==> config.mk <==
export PLATFORM = sky130hd
export DESIGN_NAME = countdown_timer
export DESIGN_NICKNAME = d
export VERILOG_FILES = /design/src/rtl/countdown_timer.sv
export SDC_FILE = /design/constraint.sdc
export NUM_CORES = 1
export LEC_CHECK = 0
export ABC_AREA = 1
export CORE_MARGIN = 4
export CORE_UTILIZATION = 50
export CTS_BUF_LIST = sky130_fd_sc_hd__clkbuf_16
export DETAILED_ROUTE_END_ITERATION = 10
export PLACE_DENSITY = 0.83
export SETUP_SLACK_MARGIN = 0.4
export SYNTH_ARGS = -nofsm -noshare
export SYNTH_HDL_FRONTEND = slang
export SYNTH_SLANG_ARGS = --single-unit
==> constraint.sdc <==
create_clock -name clock -period 3.8 [get_ports clock]
set_input_delay 0.76 -clock clock [delete_from_list [all_inputs] [get_ports clock]]
set_output_delay 0.76 -clock clock [all_outputs]
set_load 0.1 [all_outputs]
==> src/rtl/countdown_timer.sv <==
// Irrigation-duration countdown timer.
// Holds an M1M0:S1S0 BCD value (39:59 max), counts it down once per 1 Hz
// tick while running, drives the valve while running and flags expiry.
module countdown_timer #(
  parameter int MAX_MIN_TENS = 3,
  parameter int SEC_TENS_MAX = 5
) (
  input  logic       clock,
  input  logic       reset,
  input  logic       tick,
  input  logic       load,
  input  logic       start,
  input  logic       stop,
  input  logic [1:0] preset_m1,
  input  logic [3:0] preset_m0,
  input  logic [2:0] preset_s1,
  input  logic [3:0] preset_s0,
  output logic [1:0] m1,
  output logic [3:0] m0,
  output logic [2:0] s1,
  output logic [3:0] s0,
  output logic       valve_on,
  output logic       done,
  output logic       expired
);

  localparam logic [1:0] LP_M1_MAX = MAX_MIN_TENS[1:0];
  localparam logic [2:0] LP_S1_MAX = SEC_TENS_MAX[2:0];

  typedef enum logic [1:0] {
    ST_IDLE     = 2'd0,
    ST_RUNNING  = 2'd1,
    ST_PAUSED   = 2'd2,
    ST_EXPIRED  = 2'd3
  } state_t;

  state_t     r_state;
  logic [1:0] r_m1;
  logic [3:0] r_m0;
  logic [2:0] r_s1;
  logic [3:0] r_s0;
  logic       r_valve_on;
  logic       r_done;
  logic       r_expired;

  logic [1:0] w_load_m1;
  logic [3:0] w_load_m0;
  logic [2:0] w_load_s1;
  logic [3:0] w_load_s0;
  logic       w_is_zero;
  logic       w_is_one;
  logic [1:0] w_dec_m1;
  logic [3:0] w_dec_m0;
  logic [2:0] w_dec_s1;
  logic [3:0] w_dec_s0;
  logic       w_b_s0;
  logic       w_b_s1;
  logic       w_b_m0;

  // Out-of-range BCD units digits saturate at 9.
  function automatic logic [3:0] clamp_bcd(input logic [3:0] v);
    return (v > 4'd9) ? 4'd9 : v;
  endfunction

  // Seconds-tens saturates at its reload value.
  function automatic logic [2:0] clamp_s1(input logic [2:0] v);
    return (v > LP_S1_MAX) ? LP_S1_MAX : v;
  endfunction

  // Minutes-tens saturates at its top value (a no-op when it fills 2 bits).
  function automatic logic [1:0] clamp_m1(input logic [1:0] v);
    return (v > LP_M1_MAX) ? LP_M1_MAX : v;
  endfunction

  assign w_load_m1 = clamp_m1(preset_m1);
  assign w_load_m0 = clamp_bcd(preset_m0);
  assign w_load_s1 = clamp_s1(preset_s1);
  assign w_load_s0 = clamp_bcd(preset_s0);

  assign w_is_zero = (r_m1 == 2'd0) && (r_m0 == 4'd0) && (r_s1 == 3'd0) && (r_s0 == 4'd0);
  assign w_is_one  = (r_m1 == 2'd0) && (r_m0 == 4'd0) && (r_s1 == 3'd0) && (r_s0 == 4'd1);

  // Borrow chain: value minus one second, all digits resolved in one cycle.
  always_comb begin
    w_dec_s0 = r_s0;
    w_dec_s1 = r_s1;
    w_dec_m0 = r_m0;
    w_dec_m1 = r_m1;
    w_b_s0   = 1'b0;
    w_b_s1   = 1'b0;
    w_b_m0   = 1'b0;
    if (r_s0 == 4'd0) begin
      w_dec_s0 = 4'd9;
      w_b_s0   = 1'b1;
    end else begin
      w_dec_s0 = r_s0 - 4'd1;
    end
    if (w_b_s0) begin
      if (r_s1 == 3'd0) begin
        w_dec_s1 = LP_S1_MAX;
        w_b_s1   = 1'b1;
      end else begin
        w_dec_s1 = r_s1 - 3'd1;
      end
    end else begin
      w_dec_s1 = r_s1;
    end
    if (w_b_s1) begin
      if (r_m0 == 4'd0) begin
        w_dec_m0 = 4'd9;
        w_b_m0   = 1'b1;
      end else begin
        w_dec_m0 = r_m0 - 4'd1;
      end
    end else begin
      w_dec_m0 = r_m0;
    end
    if (w_b_m0 && (r_m1 != 2'd0)) begin
      w_dec_m1 = r_m1 - 2'd1;
    end else begin
      w_dec_m1 = r_m1;
    end
  end

  // Control FSM with digit registers and registered status flags.
  always_ff @(posedge clock) begin
    if (reset) begin
      r_state    <= ST_IDLE;
      r_m1       <= 2'd0;
      r_m0       <= 4'd0;
      r_s1       <= 3'd0;
      r_s0       <= 4'd0;
      r_valve_on <= 1'b0;
      r_done     <= 1'b0;
      r_expired  <= 1'b0;
    end else begin
      r_done <= 1'b0;
      case (r_state)
        ST_IDLE: begin
          if (stop) begin
            r_state <= ST_IDLE;
          end else if (load) begin
            r_m1 <= w_load_m1;
            r_m0 <= w_load_m0;
            r_s1 <= w_load_s1;
            r_s0 <= w_load_s0;
          end else if (start && !w_is_zero) begin
            r_state    <= ST_RUNNING;
            r_valve_on <= 1'b1;
          end else begin
            r_state <= ST_IDLE;
          end
        end
        ST_RUNNING: begin
          // load and start have no effect here; stop wins over tick.
          if (stop) begin
            r_state    <= ST_PAUSED;
            r_valve_on <= 1'b0;
          end else if (tick) begin
            r_m1 <= w_dec_m1;
            r_m0 <= w_dec_m0;
            r_s1 <= w_dec_s1;
            r_s0 <= w_dec_s0;
            if (w_is_one) begin
              r_state    <= ST_EXPIRED;
              r_valve_on <= 1'b0;
              r_done     <= 1'b1;
              r_expired  <= 1'b1;
            end else begin
              r_state <= ST_RUNNING;
            end
          end else begin
            r_state <= ST_RUNNING;
          end
        end
        ST_PAUSED: begin
          if (stop) begin
            r_state <= ST_PAUSED;
          end else if (load) begin
            r_m1 <= w_load_m1;
            r_m0 <= w_load_m0;
            r_s1 <= w_load_s1;
            r_s0 <= w_load_s0;
          end else if (start && !w_is_zero) begin
            r_state    <= ST_RUNNING;
            r_valve_on <= 1'b1;
          end else begin
            r_state <= ST_PAUSED;
          end
        end
        ST_EXPIRED: begin
          if (stop) begin
            r_state   <= ST_IDLE;
            r_expired <= 1'b0;
          end else if (load) begin
            r_m1      <= w_load_m1;
            r_m0      <= w_load_m0;
            r_s1      <= w_load_s1;
            r_s0      <= w_load_s0;
            r_state   <= ST_IDLE;
            r_expired <= 1'b0;
          end else begin
            r_state <= ST_EXPIRED;
          end
        end
        default: begin
          r_state    <= ST_IDLE;
          r_valve_on <= 1'b0;
          r_expired  <= 1'b0;
        end
      endcase
    end
  end

  assign m1       = r_m1;
  assign m0       = r_m0;
  assign s1       = r_s1;
  assign s0       = r_s0;
  assign valve_on = r_valve_on;
  assign done     = r_done;
  assign expired  = r_expired;

endmodule

==> summary.md, run 1 <==
| Metric | Value |
|---|---|
| Total Power Consumption | `0.683 mW` |
| Slowest cell on crit path | `sky130_fd_sc_hd__clkdlybuf4s50_1` |
| Most frequent cell after synthesis | `sky130_fd_sc_hd__nand2_1` |
| Count of flip-flops with a built-in enable after synthesis | `0` |
| Startpoint of the most critical setup path | `s0[3]$_SDFFE_PP0P_` |
| Total power density per cell area | `415 nW/um^2` |
| Worst path max stage delay | `1.17 ns` |
| Cell area after synthesis | `1220 sq um` |
| Sink count of the clock tree | `18` |
| Arrival time of data at the critical path endpoint | `1.84 ns` |
| Die width | `57.4 microns` |
| Syn avg cell area | `6.68 sq um` |
| Clock root cell | `sky130_fd_sc_hd__clkbuf_16` |
| Synth Register Bits | `18` |
| Maximum capacitance violations | `0` |
| Type of the worst min-delay path | `reg2reg` |
| Most frequent cells after synthesis | `sky130_fd_sc_hd__nand2_1, sky130_fd_sc_hd__inv_1, sky130_fd_sc_hd__nor2_1` |
| Min Tclk post-route | `2.60 ns` |
| Static power due to leakage | `0.719 nW` |
| H-tree level count | `1` |
| Max-slew headroom | `33.9%` |
| Estimated wirelength of the detail-placed design | `2400 microns` |
| Minimum setup slack in the final design | `1.20 ns` |
| FP Rows | `17` |
| Data required time at the worst endpoint | `3.04 ns` |
| Routed wirelength normalized by instance count | `12.7 microns` |
| CP Capture Type | `output port` |
| Clock latency on the worst-skew pair | `0.25 ns` |
| Register area | `360 sq um` |
| # diodes | `0` |
| CP top delay family | `buffers and inverters` |
| Commonest register cell after synthesis | `sky130_fd_sc_hd__dfxtp_1` |
| Post-synth top area share | `29.5%` |
| Endpoints failing hold | `0` |
| Final critical-path share of the clock period | `68.5%` |
| P&R area growth vs syn | `34.6%` |
| Routed wire length | `3110 microns` |
| Highest clock rate | `384 MHz` |
| Via-per-instance ratio | `5.40` |
| Die height | `57.4 microns` |
| Internal reg-to-reg setup slack | `2.19 ns` |
| Via count of the first global-routing pass | `1288` |
| Destination of the worst register-to-register timing path | `s0[2]$_SDFFE_PP0P_` |
| Setup TNS | `0 ns` |
| Grt total ovfl | `0` |
| Number of buffer cells added on primary ports | `34` |
| Measured slew at the worst slew-check pin | `0.988 ns` |
| Nets | `239` |
| Initial Util | `53.7%` |
| Multi-input logic area | `722 sq um` |
| Setup WS pre-CTS | `1.47 ns` |
| Die Area | `3300 sq um` |
| # setup viols final | `0` |
| Antenna violations before repair | `0` |
| Worst-path fanout max | `4` |
| Largest cells by area after synthesis | `sky130_fd_sc_hd__dfxtp_1, sky130_fd_sc_hd__nand2_1, sky130_fd_sc_hd__inv_1` |
| Number of DRC markers in iteration 0 | `51` |
| Worst setup skew after layout | `0.00169 ns` |
| Max Slew Vio Count | `0` |
| Global-route usage over all layers | `19.7%` |
| Number of buffers inserted for hold repair after clock tree synthesis | `0` |
| CTS tree | `built` |
| Clock-pin slew of the registers on the worst-case setup and hold paths | `0.05 ns` |
| Result of the run | `finished clean` |
| Residual antenna-violating net count after detailed routing | `0` |
| Number of cells produced by synthesis | `183` |
| Async S/R FF share, synth | `0%` |
| Cell type contributing the most total cell area after synthesis | `sky130_fd_sc_hd__dfxtp_1` |
| Count of cell types in the netlist | `35` |
| Depth of the worst register-to-register path | `8` |
| Maximum number of pins on one net before global-route repair | `17` |
| First-pass GRT wire length | `5220 microns` |
| Final weighted congestion of routability-driven global placement | `0.857` |
| Number of remaining DRC errors | `0` |
| Vias after detailed routing | `1322` |
| Layout cells sized above 1 | `11.1%` |
| Endpoint of the worst setup timing path | `s0[3]` |
| Critical Path Start Type | `flop` |
| Reg-to-reg critical path startpoint | `r_state[0]$_SDFFE_PP0P_` |
| Placeable Area | `2280 sq um` |
| Levels on crit path | `1` |
| Unrepaired setup endpoints after global routing | `false` |
| Number of buffers created by CTS | `3` |
| Proportion of synthesized chip area in sequential cells | `29.5%` |
| Cell-by-cell trace of the critical path | `clkdlybuf4s50_1` |
| Crit path buf inv count | `1` |
| Total number of yosys warnings | `0` |
| VDD IR max | `0.297 mV` |
| Filler instances | `191` |
| CTS-repair resized insts | `0` |
| Post-Syn Nets | `203` |
| First-pass iteration count of the detailed router | `4` |
| Critical Setup Path Class | `reg2out` |
| Setup Buffers After CTS | `0` |
| Number of ports placed on the die boundary | `35` |
| Max clock buf depth | `2` |
where the power goes:
group          leakage, nW  total, mW  internal [mW]  switching, mW
sequential           0.148      0.218          0.203         0.0151
combinational        0.534      0.259         0.0786          0.181
clock               0.0370      0.205          0.138         0.0671
total                0.719      0.683          0.420          0.263
sequential cells by signal, indices dropped and copies added (netlist names):
signal    flops
s0            4
m1            2
done          1
m0            4
expired       1
r_state       2
s1            3
valve_on      1
cells by family (layout without fill, tap and decap cells):
logic type / Yosys count / count (layout) / synth area share [%]
buffers and inverters: 32 / 66 / 11.5
flip-flops: 18 / 18 / 29.5
AO/OA/AOI/OAI: 41 / 41 / 19.1
AND/OR/NAND/NOR: 89 / 89 / 37.5
XOR/XNOR: 2 / 2 / 1.43
adder cells (fa/ha/maj): 1 / 1 / 1.02
layer usage:
metal | GRT usage (%) | up-vias | wire length, microns
met3 | 3.62 | 9 | 153
li1 | - | 664 | -
met4 | 11.6 | 0 | 69
met2 | 34.7 | 47 | 1630
met1 | 21.7 | 602 | 1260
met5 | 0 | - | 0
metrics by stage:
step                hold WS (ns)  area, sq um  util [%]  instances
floorplan                  0.560         1220         -        183
global placement           0.435         1570      69.0        242
detailed placement         0.441         1570      69.0        242
CTS                        0.448         1650      72.3        245
global route               0.485         1650      72.3        245
finish                     0.448         1650      72.3        245
cells in the final DEF (no fill, tap or decap), types with 4 or more instances in the layout:
cell / Yosys / layout
sky130_fd_sc_hd__a21oi_1: 11 / 11
sky130_fd_sc_hd__clkdlybuf4s50_1: 0 / 34
sky130_fd_sc_hd__dfxtp_1: 18 / 18
sky130_fd_sc_hd__inv_1: 24 / 24
sky130_fd_sc_hd__nand2_1: 39 / 39
sky130_fd_sc_hd__nand2_2: 4 / 4
sky130_fd_sc_hd__nand3_1: 10 / 10
sky130_fd_sc_hd__nor2_1: 22 / 22
sky130_fd_sc_hd__o21ai_0: 16 / 16
sky130_fd_sc_hd__o21ai_1: 4 / 4
cell type report:
| type | instances | share of cell area (%) |
|---|---|---|
| clock buffer | 3 | 4.56 |
| inverter | 29 | 6.84 |
| multi-input combinational | 133 | 43.9 |
| sequential | 18 | 21.9 |
| tap | 28 | 2.13 |
| timing repair buffer | 34 | 20.7 |
worst min path at each step:
stage,slack (ns),start,cells past startpoint,end
finish,0.45,expired$_SDFFE_PP0P_,2,expired$_SDFFE_PP0P_
global route,0.48,valve_on$_SDFFE_PP0P_,2,valve_on$_SDFFE_PP0P_
CTS,0.45,expired$_SDFFE_PP0P_,2,expired$_SDFFE_PP0P_
detailed placement,0.44,expired$_SDFFE_PP0P_,2,expired$_SDFFE_PP0P_
global placement,0.43,valve_on$_SDFFE_PP0P_,2,valve_on$_SDFFE_PP0P_
floorplan,0.56,r_state[0]$_SDFFE_PP0P_,2,r_state[1]$_SDFFE_PP0P_
(Power assumes the default switching activity.)
==> run 2: changes to the inputs <==
--- a/config.mk
+++ b/config.mk
@@ -7,10 +7,10 @@
 export LEC_CHECK = 0
 export ABC_AREA = 1
 export CORE_MARGIN = 4
-export CORE_UTILIZATION = 50
+export CORE_UTILIZATION = 47
 export CTS_BUF_LIST = sky130_fd_sc_hd__clkbuf_16
 export DETAILED_ROUTE_END_ITERATION = 10
-export PLACE_DENSITY = 0.83
+export PLACE_DENSITY = 0.79
 export SETUP_SLACK_MARGIN = 0.4
 export SYNTH_ARGS = -nofsm -noshare
 export SYNTH_HDL_FRONTEND = slang
==> constraint.sdc (replaced) <==
create_clock -name clock -period 2.73 [get_ports clock]
set_input_delay 0.546 -clock clock [delete_from_list [all_inputs] [get_ports clock]]
set_output_delay 0.546 -clock clock [all_outputs]
set_load 0.1 [all_outputs]
==> summary.md, run 2 (synthesis gave the netlist of run 1 again) <==
| Metric | Value |
|---|---|
| Internal reg-to-reg setup slack | `1.20 ns` |
| Data required time at the worst endpoint | `2.91 ns` |
| # diodes | `0` |
| Register share of total power | `32.3%` |
| Critical Setup Path Class | `in2reg` |
| Sw power | `0.362 mW` |
| Setup TNS | `0 ns` |
| VDD IR max | `0.366 mV` |
| Antenna violations before repair | `0` |
| Worst-path fanout max | `7` |
| Global-route usage over all layers | `17.8%` |
| First-pass iteration count of the detailed router | `4` |
| Depth of the worst register-to-register path | `8` |
| Result of the run | `finished clean` |
| Multi-input logic area | `722 sq um` |
| Number of DRC markers in iteration 0 | `61` |
| Critical Path Start Type | `input pin` |
| Number of buffer cells added on primary ports | `34` |
| Post-Route Utilization | `64.9%` |
| Total Power Consumption | `0.940 mW` |
| Routed wire length | `2820 microns` |
| Unrepaired setup endpoints after global routing | `false` |
| Min Tclk post-route | `1.66 ns` |
| Final weighted congestion of routability-driven global placement | `0.830` |
| Die height | `59 microns` |
| Met2 Usage GRT | `31.5%` |
| Register area | `360 sq um` |
| Endpoints failing hold | `0` |
| # setup viols final | `0` |
| Maximum capacitance violations | `0` |
| Via count of the first global-routing pass | `1213` |
| Layout cells sized above 1 | `18.4%` |
| Most frequent cells in the layout | `sky130_fd_sc_hd__nand2_1, sky130_fd_sc_hd__inv_1, sky130_fd_sc_hd__nor2_1` |
| Comb power frac | `37.2%` |
| Switching share of total power | `38.5%` |
| Placed insts | `244` |
| Estimated wirelength of the detail-placed design | `2270 microns` |
| Clock latency on the worst-skew pair | `0.25 ns` |
| Number of buffers created by CTS | `3` |
| Most common cell after layout, fill and taps aside | `sky130_fd_sc_hd__nand2_1` |
| Arrival time of data at the critical path endpoint | `1.84 ns` |
| Startpoint of the most critical setup path | `stop` |
| P&R area growth vs syn | `31.5%` |
| Nets | `239` |
| Grt total ovfl | `0` |
| Via-per-instance ratio | `5.17` |
| Die Area | `3480 sq um` |
| CTS-repair resized insts | `0` |
| Endpoint of the worst setup timing path | `m0[2]$_SDFFE_PP0P_` |
| Measured slew at the worst slew-check pin | `0.418 ns` |
| Worst setup skew after layout | `0.00158 ns` |
| Setup Buffers After CTS | `0` |
| Routed wirelength normalized by instance count | `11.4 microns` |
| Global route hottest layer | `met2` |
| Max-slew headroom | `72.1%` |
| Die width | `59 microns` |
| Minimum setup slack in the final design | `1.07 ns` |
| Clock network fraction of total power | `30.5%` |
| First-pass GRT wire length | `4860 microns` |
| Destination of the worst register-to-register timing path | `m0[3]$_SDFFE_PP0P_` |
| Static power due to leakage | `0.747 nW` |
| Clock root cell | `sky130_fd_sc_hd__clkbuf_16` |
| Final critical-path share of the clock period | `60.9%` |
| Vias after detailed routing | `1276` |
| Highest clock rate | `602 MHz` |
| Max clock buf depth | `2` |
| Total power density per cell area | `585 nW/um^2` |
| Number of ports placed on the die boundary | `35` |
| H-tree level count | `1` |
| Met1 track demand over resource in global routing | `20.8%` |
| Reg-to-reg critical path startpoint | `r_state[0]$_SDFFE_PP0P_` |
| Setup WS pre-CTS | `0.805 ns` |
| Residual antenna-violating net count after detailed routing | `0` |
| CP Capture Type | `flop` |
| Number of remaining DRC errors | `0` |
| Routing usage on met3 | `2.83%` |
| Type of the worst min-delay path | `reg2reg` |
| Number of buffers inserted for hold repair after clock tree synthesis | `0` |
| Max Slew Vio Count | `0` |
| Cell-internal power | `0.578 mW` |
| FP Rows | `18` |
| Maximum number of pins on one net before global-route repair | `17` |
| Filler instances | `222` |
| Initial Util | `49.3%` |
| Placeable Area | `2480 sq um` |
| Clock-pin slew of the registers on the worst-case setup and hold paths | `0.05 ns` |
| Sink count of the clock tree | `18` |
| Count of placed standard cells in the final layout, fillers left out | `247` |
| CTS tree | `built` |
## run 2: changes by cell type in the layout (fill, tap and decap cells not counted)
cell	change
sky130_fd_sc_hd__clkdlybuf4s50_1	-16
sky130_fd_sc_hd__buf_4	+16
## run 2: worst max-delay path, stage by stage
cell	delay (ns)
sky130_fd_sc_hd__clkdlybuf4s50_1	0.47
sky130_fd_sc_hd__inv_1	0.18
sky130_fd_sc_hd__nand3_4	0.15
sky130_fd_sc_hd__nor2_8	0.19
sky130_fd_sc_hd__nand2_8	0.08
sky130_fd_sc_hd__nand2_1	0.06
sky130_fd_sc_hd__nand2_1	0.04
sky130_fd_sc_hd__a21oi_1	0.12
## run 2: per-stage QoR
stage,hold WS (ns),area (sq um)
final,0.442,1610
after global routing,0.477,1610
after CTS,0.444,1610
after detailed placement,0.443,1530
after global placement,0.434,1530
after floorplan,0.560,1220
## run 2: power groups by stage
stage          Sequential [mW]  Clock, mW  Combinational [mW]
2_1_floorplan            0.436          0               0.140
3_3_place_gp             0.308          0               0.344
3_5_place_dp             0.309          0               0.349
4_1_cts                  0.303      0.295               0.351
5_1_grt                  0.307      0.309               0.376
6_report                 0.304      0.287               0.350
## run 2: how the worst min path moves through the flow
stage | from | to | slack, ns | depth (start not counted)
floorplan | r_state[0]$_SDFFE_PP0P_ | r_state[1]$_SDFFE_PP0P_ | 0.56 | 2
global route | valve_on$_SDFFE_PP0P_ | valve_on$_SDFFE_PP0P_ | 0.48 | 2
detailed placement | valve_on$_SDFFE_PP0P_ | valve_on$_SDFFE_PP0P_ | 0.44 | 2
CTS | valve_on$_SDFFE_PP0P_ | valve_on$_SDFFE_PP0P_ | 0.44 | 2
finish | valve_on$_SDFFE_PP0P_ | valve_on$_SDFFE_PP0P_ | 0.44 | 2
global placement | valve_on$_SDFFE_PP0P_ | valve_on$_SDFFE_PP0P_ | 0.43 | 2
## run 2: final cells by class
type | count | share of cell area (%)
timing repair buffer | 34 | 18.7
sequential | 18 | 22.4
inverter | 29 | 7.00
tap | 30 | 2.33
clock buffer | 3 | 4.67
multi-input combinational | 133 | 44.9
## run 2: layer usage
metal,share of wire [%],up-vias,wire (microns)
li1,-,661,-
met1,43,581,1220
met2,50,30,1420
met3,5.1,4,145
met4,1.3,0,38
met5,0,-,0
==> RTL edit 1: new RTL, settings of run 2 <==
Add an input register stage for `tick`, `load`, `start` and `stop`, cleared by the reset; this delays them by one clock.
--- a/src/rtl/countdown_timer.sv
+++ b/src/rtl/countdown_timer.sv
@@ -34,6 +34,25 @@
     ST_EXPIRED  = 2'd3
   } state_t;
 
+  logic tick_q;
+  logic load_q;
+  logic start_q;
+  logic stop_q;
+
+  always_ff @(posedge clock) begin
+    if (reset) begin
+      tick_q  <= '0;
+      load_q  <= '0;
+      start_q <= '0;
+      stop_q  <= '0;
+    end else begin
+      tick_q  <= tick;
+      load_q  <= load;
+      start_q <= start;
+      stop_q  <= stop;
+    end
+  end
+
   state_t     r_state;
   logic [1:0] r_m1;
   logic [3:0] r_m0;
@@ -137,14 +156,14 @@
       r_done <= 1'b0;
       case (r_state)
         ST_IDLE: begin
-          if (stop) begin
+          if (stop_q) begin
             r_state <= ST_IDLE;
-          end else if (load) begin
+          end else if (load_q) begin
             r_m1 <= w_load_m1;
             r_m0 <= w_load_m0;
             r_s1 <= w_load_s1;
             r_s0 <= w_load_s0;
-          end else if (start && !w_is_zero) begin
+          end else if (start_q && !w_is_zero) begin
             r_state    <= ST_RUNNING;
             r_valve_on <= 1'b1;
           end else begin
@@ -153,10 +172,10 @@
         end
         ST_RUNNING: begin
           // load and start have no effect here; stop wins over tick.
-          if (stop) begin
+          if (stop_q) begin
             r_state    <= ST_PAUSED;
             r_valve_on <= 1'b0;
-          end else if (tick) begin
+          end else if (tick_q) begin
             r_m1 <= w_dec_m1;
             r_m0 <= w_dec_m0;
             r_s1 <= w_dec_s1;
@@ -174,14 +193,14 @@
           end
         end
         ST_PAUSED: begin
-          if (stop) begin
+          if (stop_q) begin
             r_state <= ST_PAUSED;
-          end else if (load) begin
+          end else if (load_q) begin
             r_m1 <= w_load_m1;
             r_m0 <= w_load_m0;
             r_s1 <= w_load_s1;
             r_s0 <= w_load_s0;
-          end else if (start && !w_is_zero) begin
+          end else if (start_q && !w_is_zero) begin
             r_state    <= ST_RUNNING;
             r_valve_on <= 1'b1;
           end else begin
@@ -189,10 +208,10 @@
           end
         end
         ST_EXPIRED: begin
-          if (stop) begin
+          if (stop_q) begin
             r_state   <= ST_IDLE;
             r_expired <= 1'b0;
-          end else if (load) begin
+          end else if (load_q) begin
             r_m1      <= w_load_m1;
             r_m0      <= w_load_m0;
             r_s1      <= w_load_s1;
Formal check against the unedited RTL: not equivalent (a bounded check fails within 4 cycles, from zero or initial values and one cycle with reset high).
==> RTL edit 1 against run 2 <==
  * Sequential share of layout area increased by 4.0 points
  * Design area increased by 3.7%
  * Wire length decreased by 0.25%
  * Synthesized area increased by 4.2%
  * Sequential cell count increased by 4
  * Worst setup slack improved by 0.039 ns
  * Power increased by 13%
  * Sequential power increased by 22%
  * Register-to-register slack got worse by 0.07 ns
  * Largest power group unchanged
==> RTL edit 1: results <==
{
  "status": "complete, no violations",
  "synthXorXnorAreaFrac_pct": 1.38,
  "seq_area_frac_synth_pct": 34.6,
  "relSlewSlack_pct": 72.6,
  "drt_iter0_markers": 33,
  "final_cells": 266,
  "dp_hpwl_um": 2120,
  "grt_pass1_wl_um": 4560,
  "final_util_pct": 66.1,
  "ir_drop_uv": 451,
  "crit_path_max_incr_delay_ns": 0.61,
  "p_leak_uw": 0.000822,
  "nets": 257,
  "power_frac_seq_pct": 35.0,
  "drive_gt1_share_pct": 12.7,
  "fillers": 242,
  "routabilityCongestion": 0.812,
  "rr_endpoint": "m0[2]",
  "synthAdderAreaFrac_pct": 0.982,
  "arrival_ns": 1.81,
  "internal_power_uw": 649,
  "vias_per_cell": 5.01,
  "rr_worst_depth": 9,
  "power.total_uw": 1060,
  "r2r_slack_ns": 1.13,
  "placed_cell_area_mm2": 0.00159,
  "skew_ns": 0.00381,
  "grt_max_degree": 15,
  "crit_fanout": 12
}
RTL edit 1: routing by layer:
metal | wire length (µm) | vias to the layer above | GRT usage, %
met3 | 202 | 4 | 3.46
met2 | 1360 | 42 | 30.7
met5 | 0 | - | 0
met1 | 1220 | 589 | 18.3
li1 | - | 698 | -
met4 | 31 | 0 | 6.33
RTL edit 1: cell type report:
| type | instances | area share, % |
|---|---|---|
| multi-input combinational | 140 | 40.5 |
| sequential | 22 | 26.4 |
| timing repair buffer | 34 | 18.0 |
| inverter | 36 | 8.11 |
| clock buffer | 3 | 4.50 |
| tap | 30 | 2.25 |
| clock inverter | 1 | 0.225 |
RTL edit 1: worst max path at each step:
stage               startpoint  depth (start not counted)          to
floorplan                m1[0]                         10  r_state[1]
global placement         reset                          4       s0[1]
detailed placement       reset                          4       s0[1]
CTS                      reset                          4       s0[1]
global route             reset                          4       s0[1]
finish                   reset                          4       s0[1]
==> RTL edit 2: new RTL, config.mk and constraints of run 2 <==
Without the edit above. The 4 states of `state_t` get a one-hot encoding in 4 bits.
--- a/src/rtl/countdown_timer.sv
+++ b/src/rtl/countdown_timer.sv
@@ -27,11 +27,11 @@
   localparam logic [1:0] LP_M1_MAX = MAX_MIN_TENS[1:0];
   localparam logic [2:0] LP_S1_MAX = SEC_TENS_MAX[2:0];
 
-  typedef enum logic [1:0] {
-    ST_IDLE     = 2'd0,
-    ST_RUNNING  = 2'd1,
-    ST_PAUSED   = 2'd2,
-    ST_EXPIRED  = 2'd3
+  typedef enum logic [3:0] {
+    ST_IDLE     = 4'b0001,
+    ST_RUNNING  = 4'b0010,
+    ST_PAUSED   = 4'b0100,
+    ST_EXPIRED  = 4'b1000
   } state_t;
 
   state_t     r_state;
Check against the original RTL: no difference found for any inputs over 10 cycles, from zero or initial values and one cycle with reset high; not proved beyond that.
==> RTL edit 2 against run 2 <==
  * Global-route usage up 0.24 points
  * Sequential cell count up 2
  * Largest power group unchanged
  * Non-clock buffer count stayed put
  * Power grew 56%
  * Wire length up 28%
  * Worst setup slack got worse by 0.10 ns
  * Synthesized area up 22%
  * Design area increased by 20%
==> RTL edit 2: results <==
{
  "ir_drop_uv": 506,
  "ys_top_cells_by_count": "nand2_1 (76), nor2_1 (48), inv_1 (39)",
  "rr_worst_depth": 9,
  "comb-power_uw": 687,
  "status": "complete, no violations",
  "r2r_slack_ns": 1.15,
  "grt_max_degree": 25,
  "drive_gt1_share_pct": 12.8,
  "skew_ns": 0.00370,
  "worst_pin_slew_ns": 0.516,
  "synth.area.top_cells": "dfxtp_1 (27%), nand2_1 (19%), nor2_1 (12%)",
  "p_leak_uw": 0.000994,
  "routed-wl-met3_um": 282,
  "use_met3_pct": 1.56,
  "nets": 318,
  "min_from": "expired",
  "seq_area_frac_synth_pct": 26.8,
  "combPwrFrac_pct": 46.9,
  "crit_fanout": 4,
  "synth_cell_types": 26,
  "timing.rr.start": "r_state[1]",
  "met2_usage_pct": 31.3,
  "dr_wl_met2_um": 1690,
  "fillers": 305,
  "wl_per_cell_um": 10.6,
  "clock_power_share_pct": 28.0,
  "vias_per_cell": 4.78,
  "drt_iter0_markers": 70,
  "dp_hpwl_um": 2780,
  "use_met1_pct": 24.0,
  "first_global_vias": 1416,
  "rr_endpoint": "m1[0]",
  "wl_met1_um": 1620,
  "crit_path_max_incr_delay_ns": 0.55
}
==> RTL edit 2: changes by cell type after synthesis, sizes merged, moves of 3 or more <==
cell,delta
nand2,+36
inv,+12
nor2,+29
nand4,+3
a22oi,-3
nand3,+8
==> RTL edit 2: cell families after synthesis <==
logic type	after synthesis	synth area share, %
AO/OA/AOI/OAI	33	11.9
AND/OR/NAND/NOR	164	48.1
buffers and inverters	44	11.9
flip-flops	20	26.8
XOR/XNOR	1	0.585
adder cells (fa/ha/maj)	1	0.836
==> RTL edit 2: metrics by stage <==
step | hold slack [ns] | area (µm²) | setup WS, ns | instances
floorplan | 0.560 | 1500 | 0.766 | 263
global placement | 0.445 | 1820 | 0.785 | 337
detailed placement | 0.443 | 1820 | 0.736 | 337
CTS | 0.453 | 1930 | 0.985 | 341
global route | 0.479 | 1930 | 0.807 | 341
finish | 0.450 | 1930 | 0.968 | 341
==> RTL edit 2: final cells by class <==
cell class | instances | area, µm² | share of cell area (%)
multi-input cells | 199 | 918 | 47.6
well taps | 44 | 55.1 | 2.85
flip-flops and latches | 20 | 400 | 20.8
clock buffers | 3 | 75.1 | 3.89
clock inverters | 1 | 30.0 | 1.56
repair buffers | 34 | 300 | 15.6
inverters | 40 | 150 | 7.78
==> RTL edit 2: how the worst max path moves through the flow <==
stage	from	endpoint	slack (ns)	cells after the start
2_1_floorplan	m1[0]	m1[0]	0.77	8
3_3_place_gp	load	s0[2]	0.78	10
3_5_place_dp	load	s0[2]	0.74	10
4_1_cts	load	s0[2]	0.98	10
5_1_grt	load	s0[1]	0.81	9
6_report	load	s0[2]	0.97	10
==> RTL edit 2: worst register-to-register path: cells and delay by family (launching register included) <==
family	cells	cell delay [ns]
flops	1	0.39
simple gates	9	1.10
